## src/rtl/game_state_ctrl.sv

```systemverilog
// Frame-rate game flow controller: start screen, play, pause and game-over,
// with mouse click detection, a per-round play-frame score and a game-over hold-off.
module game_state_ctrl #(
  parameter logic [9:0]  START_X0 = 10'd240,
  parameter logic [9:0]  START_X1 = 10'd399,
  parameter logic [9:0]  START_Y0 = 10'd200,
  parameter logic [9:0]  START_Y1 = 10'd279,
  parameter logic [15:0] GO_HOLD  = 16'd180
) (
  input  logic        frame_clk,
  input  logic        Reset,
  input  logic        leftButton,
  input  logic        rightButton,
  input  logic [9:0]  mouse_x,
  input  logic [9:0]  mouse_y,
  input  logic        player_hit,
  output logic        start_signal,
  output logic        ingame_signal,
  output logic        gameover_signal,
  output logic        paused,
  output logic        game_rst,
  output logic [15:0] play_frames
);

  typedef enum logic [1:0] {ST_START, ST_PLAY, ST_PAUSE, ST_OVER} state_t;

  state_t      r_state;
  state_t      w_state_nxt;
  logic        r_left_q;
  logic        r_right_q;
  logic [15:0] r_hold;
  logic [15:0] w_hold_nxt;
  logic [15:0] r_play_frames;
  logic [15:0] w_play_nxt;
  logic        r_game_rst;
  logic        w_game_rst_nxt;
  logic        r_start;
  logic        r_ingame;
  logic        r_over;
  logic        r_paused;
  logic        w_lclick;
  logic        w_rclick;
  logic        w_in_box;

  assign w_lclick = leftButton & ~r_left_q;
  assign w_rclick = rightButton & ~r_right_q;
  assign w_in_box = (mouse_x >= START_X0) && (mouse_x <= START_X1) &&
                    (mouse_y >= START_Y0) && (mouse_y <= START_Y1);

  always_comb begin
    w_state_nxt    = r_state;
    w_hold_nxt     = r_hold;
    w_play_nxt     = r_play_frames;
    w_game_rst_nxt = 1'b0;
    case (r_state)
      ST_START: begin
        if (w_lclick && w_in_box) begin
          w_state_nxt    = ST_PLAY;
          w_play_nxt     = 16'd0;
          w_game_rst_nxt = 1'b1;
        end
      end
      ST_PLAY: begin
        if (r_play_frames != 16'hFFFF) w_play_nxt = r_play_frames + 16'd1;
        // A hit ends the round even if the player also asked to pause.
        if (player_hit) begin
          w_state_nxt = ST_OVER;
          w_hold_nxt  = 16'd0;
        end else if (w_rclick) begin
          w_state_nxt = ST_PAUSE;
        end
      end
      ST_PAUSE: begin
        if (w_rclick) w_state_nxt = ST_PLAY;
      end
      ST_OVER: begin
        if (w_lclick && (r_hold == GO_HOLD)) w_state_nxt = ST_START;
        else if (r_hold < GO_HOLD)         w_hold_nxt  = r_hold + 16'd1;
      end
      default: w_state_nxt = ST_START;
    endcase
  end

  // Edge flops reset high so a button held through reset release is not a click.
  always_ff @(posedge frame_clk or negedge Reset) begin
    if (!Reset) begin
      r_state       <= ST_START;
      r_left_q      <= 1'b1;
      r_right_q     <= 1'b1;
      r_hold        <= 16'd0;
      r_play_frames <= 16'd0;
      r_game_rst    <= 1'b0;
      r_start       <= 1'b1;
      r_ingame      <= 1'b0;
      r_over        <= 1'b0;
      r_paused      <= 1'b0;
    end else begin
      r_state       <= w_state_nxt;
      r_left_q      <= leftButton;
      r_right_q     <= rightButton;
      r_hold        <= w_hold_nxt;
      r_play_frames <= w_play_nxt;
      r_game_rst    <= w_game_rst_nxt;
      r_start       <= (w_state_nxt == ST_START);
      r_ingame      <= (w_state_nxt == ST_PLAY) || (w_state_nxt == ST_PAUSE);
      r_over        <= (w_state_nxt == ST_OVER);
      r_paused      <= (w_state_nxt == ST_PAUSE);
    end
  end

  assign start_signal    = r_start;
  assign ingame_signal   = r_ingame;
  assign gameover_signal = r_over;
  assign paused          = r_paused;
  assign game_rst        = r_game_rst;
  assign play_frames     = r_play_frames;

endmodule

```

## config.mk

```make
export PLATFORM = sky130hd
export DESIGN_NAME = game_state_ctrl
export DESIGN_NICKNAME = d
export VERILOG_FILES = /design/src/rtl/game_state_ctrl.sv
export SDC_FILE = /design/constraint.sdc
export NUM_CORES = 1
export LEC_CHECK = 0
export CORE_MARGIN = 5
export CORE_UTILIZATION = 54
export DETAILED_ROUTE_END_ITERATION = 10
export PLACE_DENSITY = 0.84
export SLEW_MARGIN = 20
export SYNTH_ARGS = -nofsm -noshare
export SYNTH_HDL_FRONTEND = slang
export SYNTH_SLANG_ARGS = --single-unit
```

## constraint.sdc

```tcl
create_clock -name frame_clk -period 3.3 [get_ports frame_clk]
set_clock_uncertainty 0.15 [all_clocks]
set_input_delay 0.66 -clock frame_clk [delete_from_list [all_inputs] [get_ports frame_clk]]
set_output_delay 0.66 -clock frame_clk [all_outputs]
set_load 0.005 [all_outputs]
```

# Word-level counts from Yosys, hierarchy flattened
# Cells that the tools add are included.
[op_classes] addsub=2 bitwise_logic=4 mux=15 div=0 magnitude_cmp=5 shift=0 multipliers=0 reduce_logical=12 eq_ne=13
[op_table] operator="$mux 16" count=5
[op_table] operator="$pmux 16 s2" count=2
[op_table] operator="$add 16x1->16 const B" count=2
[op_table] operator="$ge 10x8->1 const B" count=2
[op_table] operator="$le 10x9->1 const B" count=2
[op_table] operator="$eq 16x8->1 const B" count=1
[op_table] operator="$lt 16x8->1 const B" count=1
[op_table] operator="$ne 16x16->1 const B" count=1
[op_table] operator="$mux 2" count=5
[op_table] operator="$ne 2x2->1 const B" count=5
[op_table] operator="$eq 2x2->1 const B" count=4
[op_table] operator="$pmux 2 s4" count=1
[op_table] operator="$logic_and 1x1->1" count=5
[op_table] operator="$eq 2x1->1 const B" count=2
[op_table] operator="$logic_not 2->1" count=2
[op_table] operator="$reduce_and 4->1" count=1
[op_table] operator="$reduce_bool 2->1" count=2
[op_table] operator="$reduce_and 3->1" count=1
[op_table] operator="$and 1x1->1" count=2
[op_table] operator="$mux 1" count=2
[op_table] operator="$not 1->1" count=2
[op_table] operator="$logic_or 1x1->1" count=1
[word_totals] ff_bits=41 in_bits=25 rom_bits=0 out_inout_bits=21 ram_bits=0 latchBits=0 memories=0 word_cells=61

# Logic depth before layout (Yosys ltp)
[depth] word_depth=9 ltp_mapped=8 depth_no_buf=8

# Worst setup path after synthesis
# No wires, ideal clock.
[synth_timing] path_type="flip-flop to flip-flop" from="register r_hold[11]" to="register r_ingame, in the netlist ingame_signal" stages_incl_launch_ff=6 setup_time_ps=126 arrival_time_ps=1788 synth_period_minus_slack_ps=2064 slack_ps=1236 cell_sequence="dfrtp_1 -> or4_4 -> nor4_2 -> a21oi_1 -> o22a_2 -> ha_1"
[synth_via] elab_chain_cells=6 word_cells_on_any_way=7
[synth_lines] element="start, declared" line_no="31" rtl="logic [15:0] r_hold;"
[synth_lines] element="start signal, assigned" line_no="101" rtl="r_hold <= w_hold_nxt;"
[synth_lines] element="$eq 16x8->1 (*)" line_no="77" rtl="if (w_lclick && (r_hold == GO_HOLD)) w_state_nxt = ST_START;"
[synth_lines] element="$logic_and 1x1->1 (*)" line_no="77"
[synth_lines] element="$mux 2 (*)" line_no="77"
[synth_lines] element="$pmux 2 s4 (*)" line_no="55" rtl="case (r_state)"
[synth_lines] element="$eq 2x1->1 / $eq 2x2->1 (equally long branches)" line_no="105" rtl="r_ingame <= (w_state_nxt == ST_PLAY) || (w_state_nxt == ST_PAUSE);"
[synth_lines] element="$logic_or 1x1->1 (*)" line_no="105"
[synth_lines] element="end signal, assigned" line_no="105"
[synth_lines] element="end, declared" line_no="38" rtl="logic r_ingame;"
# Mark *: on every way between the ends. The rest lies on a longest branch, timed or not.
# A chain may end at the register's enable or synchronous reset.

# Final worst setup path
[layout_timing] from="input mouse_y[4]" to="register r_paused, in the netlist paused"
[layout_via] elab_chain_cells=7 word_cells_on_any_way=8
[layout_lines] element="start, declared" line_no="15" rtl="input logic [9:0] mouse_y,"
[layout_lines] element="$ge 10x8->1" line_no="48" rtl="(mouse_y >= START_Y0) && (mouse_y <= START_Y1);"
[layout_lines] element="$logic_and 1x1->1" line_no="47" rtl="assign w_in_box = (mouse_x >= START_X0) && (mouse_x <= START_X1) &&"
[layout_lines] element="$logic_and 1x1->1 (*)" line_no="48"
[layout_lines] element="$logic_and 1x1->1 (*)" line_no="57" rtl="if (w_lclick && w_in_box) begin"
[layout_lines] element="$mux 2 (*)" line_no="57"
[layout_lines] element="$pmux 2 s4 (*)" line_no="55"
[layout_lines] element="$eq 2x2->1 (*)" line_no="107" rtl="r_paused <= (w_state_nxt == ST_PAUSE);"
[layout_lines] element="end signal, assigned" line_no="107"
[layout_lines] element="end, declared" line_no="40" rtl="logic r_paused;"
# Marks and branches as above.

==> metrics.md <==
| Metric | Value |
|---|---|
| CTS root buf | `clkbuf_8` |
| Share of the synthesized area in the top cell type | `45.08%` |
| Max-slew violation count | `0` |
| Area of the multi-input gates | `1010 um^2` |
| Worst-path maximum fanout | `4` |
| Maximum clock insertion buffer count | `2` |
| Synth warn | `0` |
| Final Setup Violations | `0` |
| CORE AREA | `3716 um^2` |
| Worst reg-to-reg setup slack | `1.11 ns` |
| Proportion of synthesized area in mux cells | `1.423%` |
| Area share of fa/ha/maj cells after synthesis | `3.559%` |
| R2R depth | `5` |
| Syn Area/Cell | `10.05 um^2` |
| Starting Density | `56.77%` |
| Syn Std Cell Area | `2110 um^2` |
| Int Pwr | `0.001211 W` |
| Vias | `1702` |
| Die ar. | `5256 um^2` |
| Layout area overhead | `24.97%` |
| Die Span X | `72.50 um` |
| Fin Setup TNS | `0 ns` |
| Initial antenna violation count | `0` |
| Final Instance Area | `2636 um^2` |
| Count of input and output buffers | `38` |
| Cts repair resizes | `0` |
| Clk sinks | `41` |
| Routed WL | `4.363 mm` |
| H-tree levels | `2` |
| Number of DRC markers in iteration 0 | `130` |
| Worst-skew pair later-pin latency | `0.30 ns` |
| Synthesized net count | `241` |
| Post-synth cell types | `50` |
| RSZ-0062 raised after global routing | `false` |
| Total CTS buffers | `5` |
| GRT overflow | `0` |
| Power Dens Cells | `712.4 nW/um^2` |
| Min Tclk post-route | `2.353 ns` |
| Sw frac | `35.51%` |
| Worst ir drop on vdd | `0.3534 mV` |
| Post-route setup slack | `0.9474 ns` |
| Clock transition at path regs | `0.08 ns` |
| Reg2reg start | `r_hold[11]$_DFFE_PN0P_` |
| TritonCTS clock tree | `yes` |
| Top cells by area, synth | `dfrtp_1, dfstp_2, ha_1, nand2_1, nor2_1` |
| Via density | `5.731` |
| Hold Path Class | `input port to asynchronous set/reset pin` |
| TritonRoute pass-1 iters | `4` |
| Fmax | `0.4251 GHz` |
| Placed cell area | `2516 um^2` |
| Setup bufs post-CTS | `0` |
| Row cnt | `22` |
| Final period util | `71.29%` |
| Crit path launch type | `input port` |
| CP Class | `input port to flop` |
| Outcome | `completed` |
| Vias in the first global route | `1592` |
| Logic pwr share | `36.3%` |
| Simple-gate share of the synthesized area | `24.79%` |
| Compound-Gate Fraction of Synth Area | `14.35%` |
| ANT nets after route | `0` |
| Tot GR Track Use | `18.53%` |
| Ys async rst share | `100.0%` |
| N_diodes | `0` |
| Final hold slack | `0.3303 ns` |
| Register area share after synthesis | `48.81%` |
| Arrival @ worst endpoint | `2.39 ns` |
| Yosys reg bits | `41` |
| Hold_buf cts | `0` |
| Switching power | `0.0006670 W` |
| Top FF cell, synth | `dfrtp_1` |
| Die span in y | `72.50 um` |
| Fin. Hold Viols | `0` |
| XOR/XNOR Fraction of Synth Area | `3.737%` |
| Worst-Margin Slew | `0.8943 ns` |
| WL/cell | `14.69 um` |
| Relative slew slack | `40.38%` |
| Nets | `279` |
| Worst r2r dst | `ingame_signal$_DFF_PN0_` |
| Filler instances | `298` |
| Routability cong. | `0.8459` |
| DRC | `0` |
| Max cap viols | `0` |
| Pin count of the biggest net entering global routing | `42` |
| Dpl hpwl | `3.166 mm` |
| FF/Latch Area | `1030 um^2` |
| Layout cell share with drive strength beyond 1 | `10.84%` |
| Syn Inst Count | `210` |
| Setup crit end kind | `flop` |
| Post-synth EDFFs | `0` |
| Setup WS pre-CTS | `0.5935 ns` |
| Req. time, crit path | `3.34 ns` |
| Yosys top cell by area | `dfrtp_1` |
| Clock power share | `22.7%` |
| Io pins | `46` |
| Leak pwr | `1.124 nW` |
| First-pass GRT wire length | `7.431 mm` |
| Largest family of logic cells by synthesized area | `simple AND/OR/NAND/NOR gates` |
| Seq pwr share | `41.0%` |
state kept, by name, summed over array words and instances (netlist names):
register,count
play_frames,16
r_hold,16
r_state,2
game_rst,1
gameover_signal,1
ingame_signal,1
paused,1
r_left_q,1
r_right_q,1
start_signal,1
how the worst max path moves through the flow:
stage	startpoint	end	slack, ns	cells past startpoint
detailed placement	mouse_y[4]	paused$_DFF_PN0_	0.59	7
global route	mouse_y[4]	paused$_DFF_PN0_	0.83	7
floorplan	mouse_y[4]	ingame_signal$_DFF_PN0_	1.24	6
finish	mouse_y[4]	paused$_DFF_PN0_	0.95	7
global placement	mouse_y[4]	paused$_DFF_PN0_	0.64	7
CTS	mouse_y[4]	paused$_DFF_PN0_	0.93	7
power groups by stage:
stage | registers [W] | logic, W | clock network [W]
floorplan | 0.000728 | 0.000443 | 0
global placement | 0.000770 | 0.000666 | 0
detailed placement | 0.000777 | 0.000692 | 0
CTS | 0.000769 | 0.000691 | 0.000435
global route | 0.000797 | 0.000766 | 0.000459
finish | 0.000771 | 0.000682 | 0.000426
synth_stat cells, types with 4 or more instances:
library cell and n:
a21oi_1 5, nand3_1 11, and2_1 9, nor3_1 4
o22ai_1 5, nor2_1 17, ha_1 6, xor2_1 6
clkbuf_1 5, nand4_1 5, o21ai_0 9, inv_1 8
o21a_1 4, dfrtp_1 38, nand2_1 18, a31oi_1 8
layout make-up:
class	count	area share, %
clock buffer	6	3.132
clock inverter	2	1.424
inverter	9	1.281
multi-input combinational	152	38.30
sequential	41	39.06
tap	48	2.278
timing repair buffer	39	14.52
cells by family after synthesis:
logic type               count (synthesis)
buffers and inverters                   17
multiplexers                             3
AND/OR/NAND/NOR                         89
XOR/XNOR                                 9
adder cells (fa/ha/maj)                  6
AO/OA/AOI/OAI                           45
flip-flops                              41
routing by layer:
metal	vias to the layer above	track usage, %	part of all wire [%]
met5	-	0	0
met4	0	8.402	2.0
met3	6	5.540	6.1
met2	39	27.20	45
met1	820	25.27	47
li1	837	-	-
critical path, stage by stage:
cell	delay [ns]
clkdlybuf4s50_1	0.42
a2111oi_0	0.39
mux2i_1	0.16
nand3b_1	0.26
nand2_1	0.14
o21ai_0	0.13
ha_1	0.23
cell usage in the layout, fill, tap and decap left out, types with 2 or more instances in the layout:
| cell | synthesis | routed |
|---|---|---|
| a21oi_1 | 5 | 5 |
| mux2i_1 | 3 | 3 |
| nand2_1 | 18 | 18 |
| or4_4 | 2 | 2 |
| o31a_1 | 2 | 2 |
| inv_1 | 8 | 8 |
| nor4_2 | 2 | 2 |
| and4_1 | 3 | 3 |
| xor2_1 | 6 | 6 |
| nor3_1 | 4 | 4 |
| a31oi_1 | 8 | 8 |
| o21a_1 | 4 | 4 |
| clkdlybuf4s50_1 | 0 | 37 |
| and3_1 | 2 | 2 |
| ha_1 | 6 | 6 |
| nand2b_1 | 3 | 3 |
| o22ai_1 | 5 | 5 |
| nand4b_1 | 2 | 2 |
| clkbuf_8 | 0 | 6 |
| o21ai_0 | 9 | 9 |
| nand4_1 | 5 | 5 |
| nor2_1 | 17 | 17 |
| nand3_1 | 11 | 11 |
| and2_1 | 9 | 9 |
| o22a_2 | 2 | 2 |
| dfrtp_1 | 38 | 38 |
| dfstp_2 | 3 | 3 |
| xnor2_1 | 3 | 3 |
| nor2b_1 | 2 | 2 |
through the flow:
stage	total power (W)	cells	util [%]
floorplan	0.001171	210	-
global placement	0.001436	289	67.71
detailed placement	0.001469	289	67.71
CTS	0.001896	297	70.94
global route	0.002023	297	70.94
finish	0.001878	297	70.94
No activity file was read; power rests on OpenSTA's default activity.
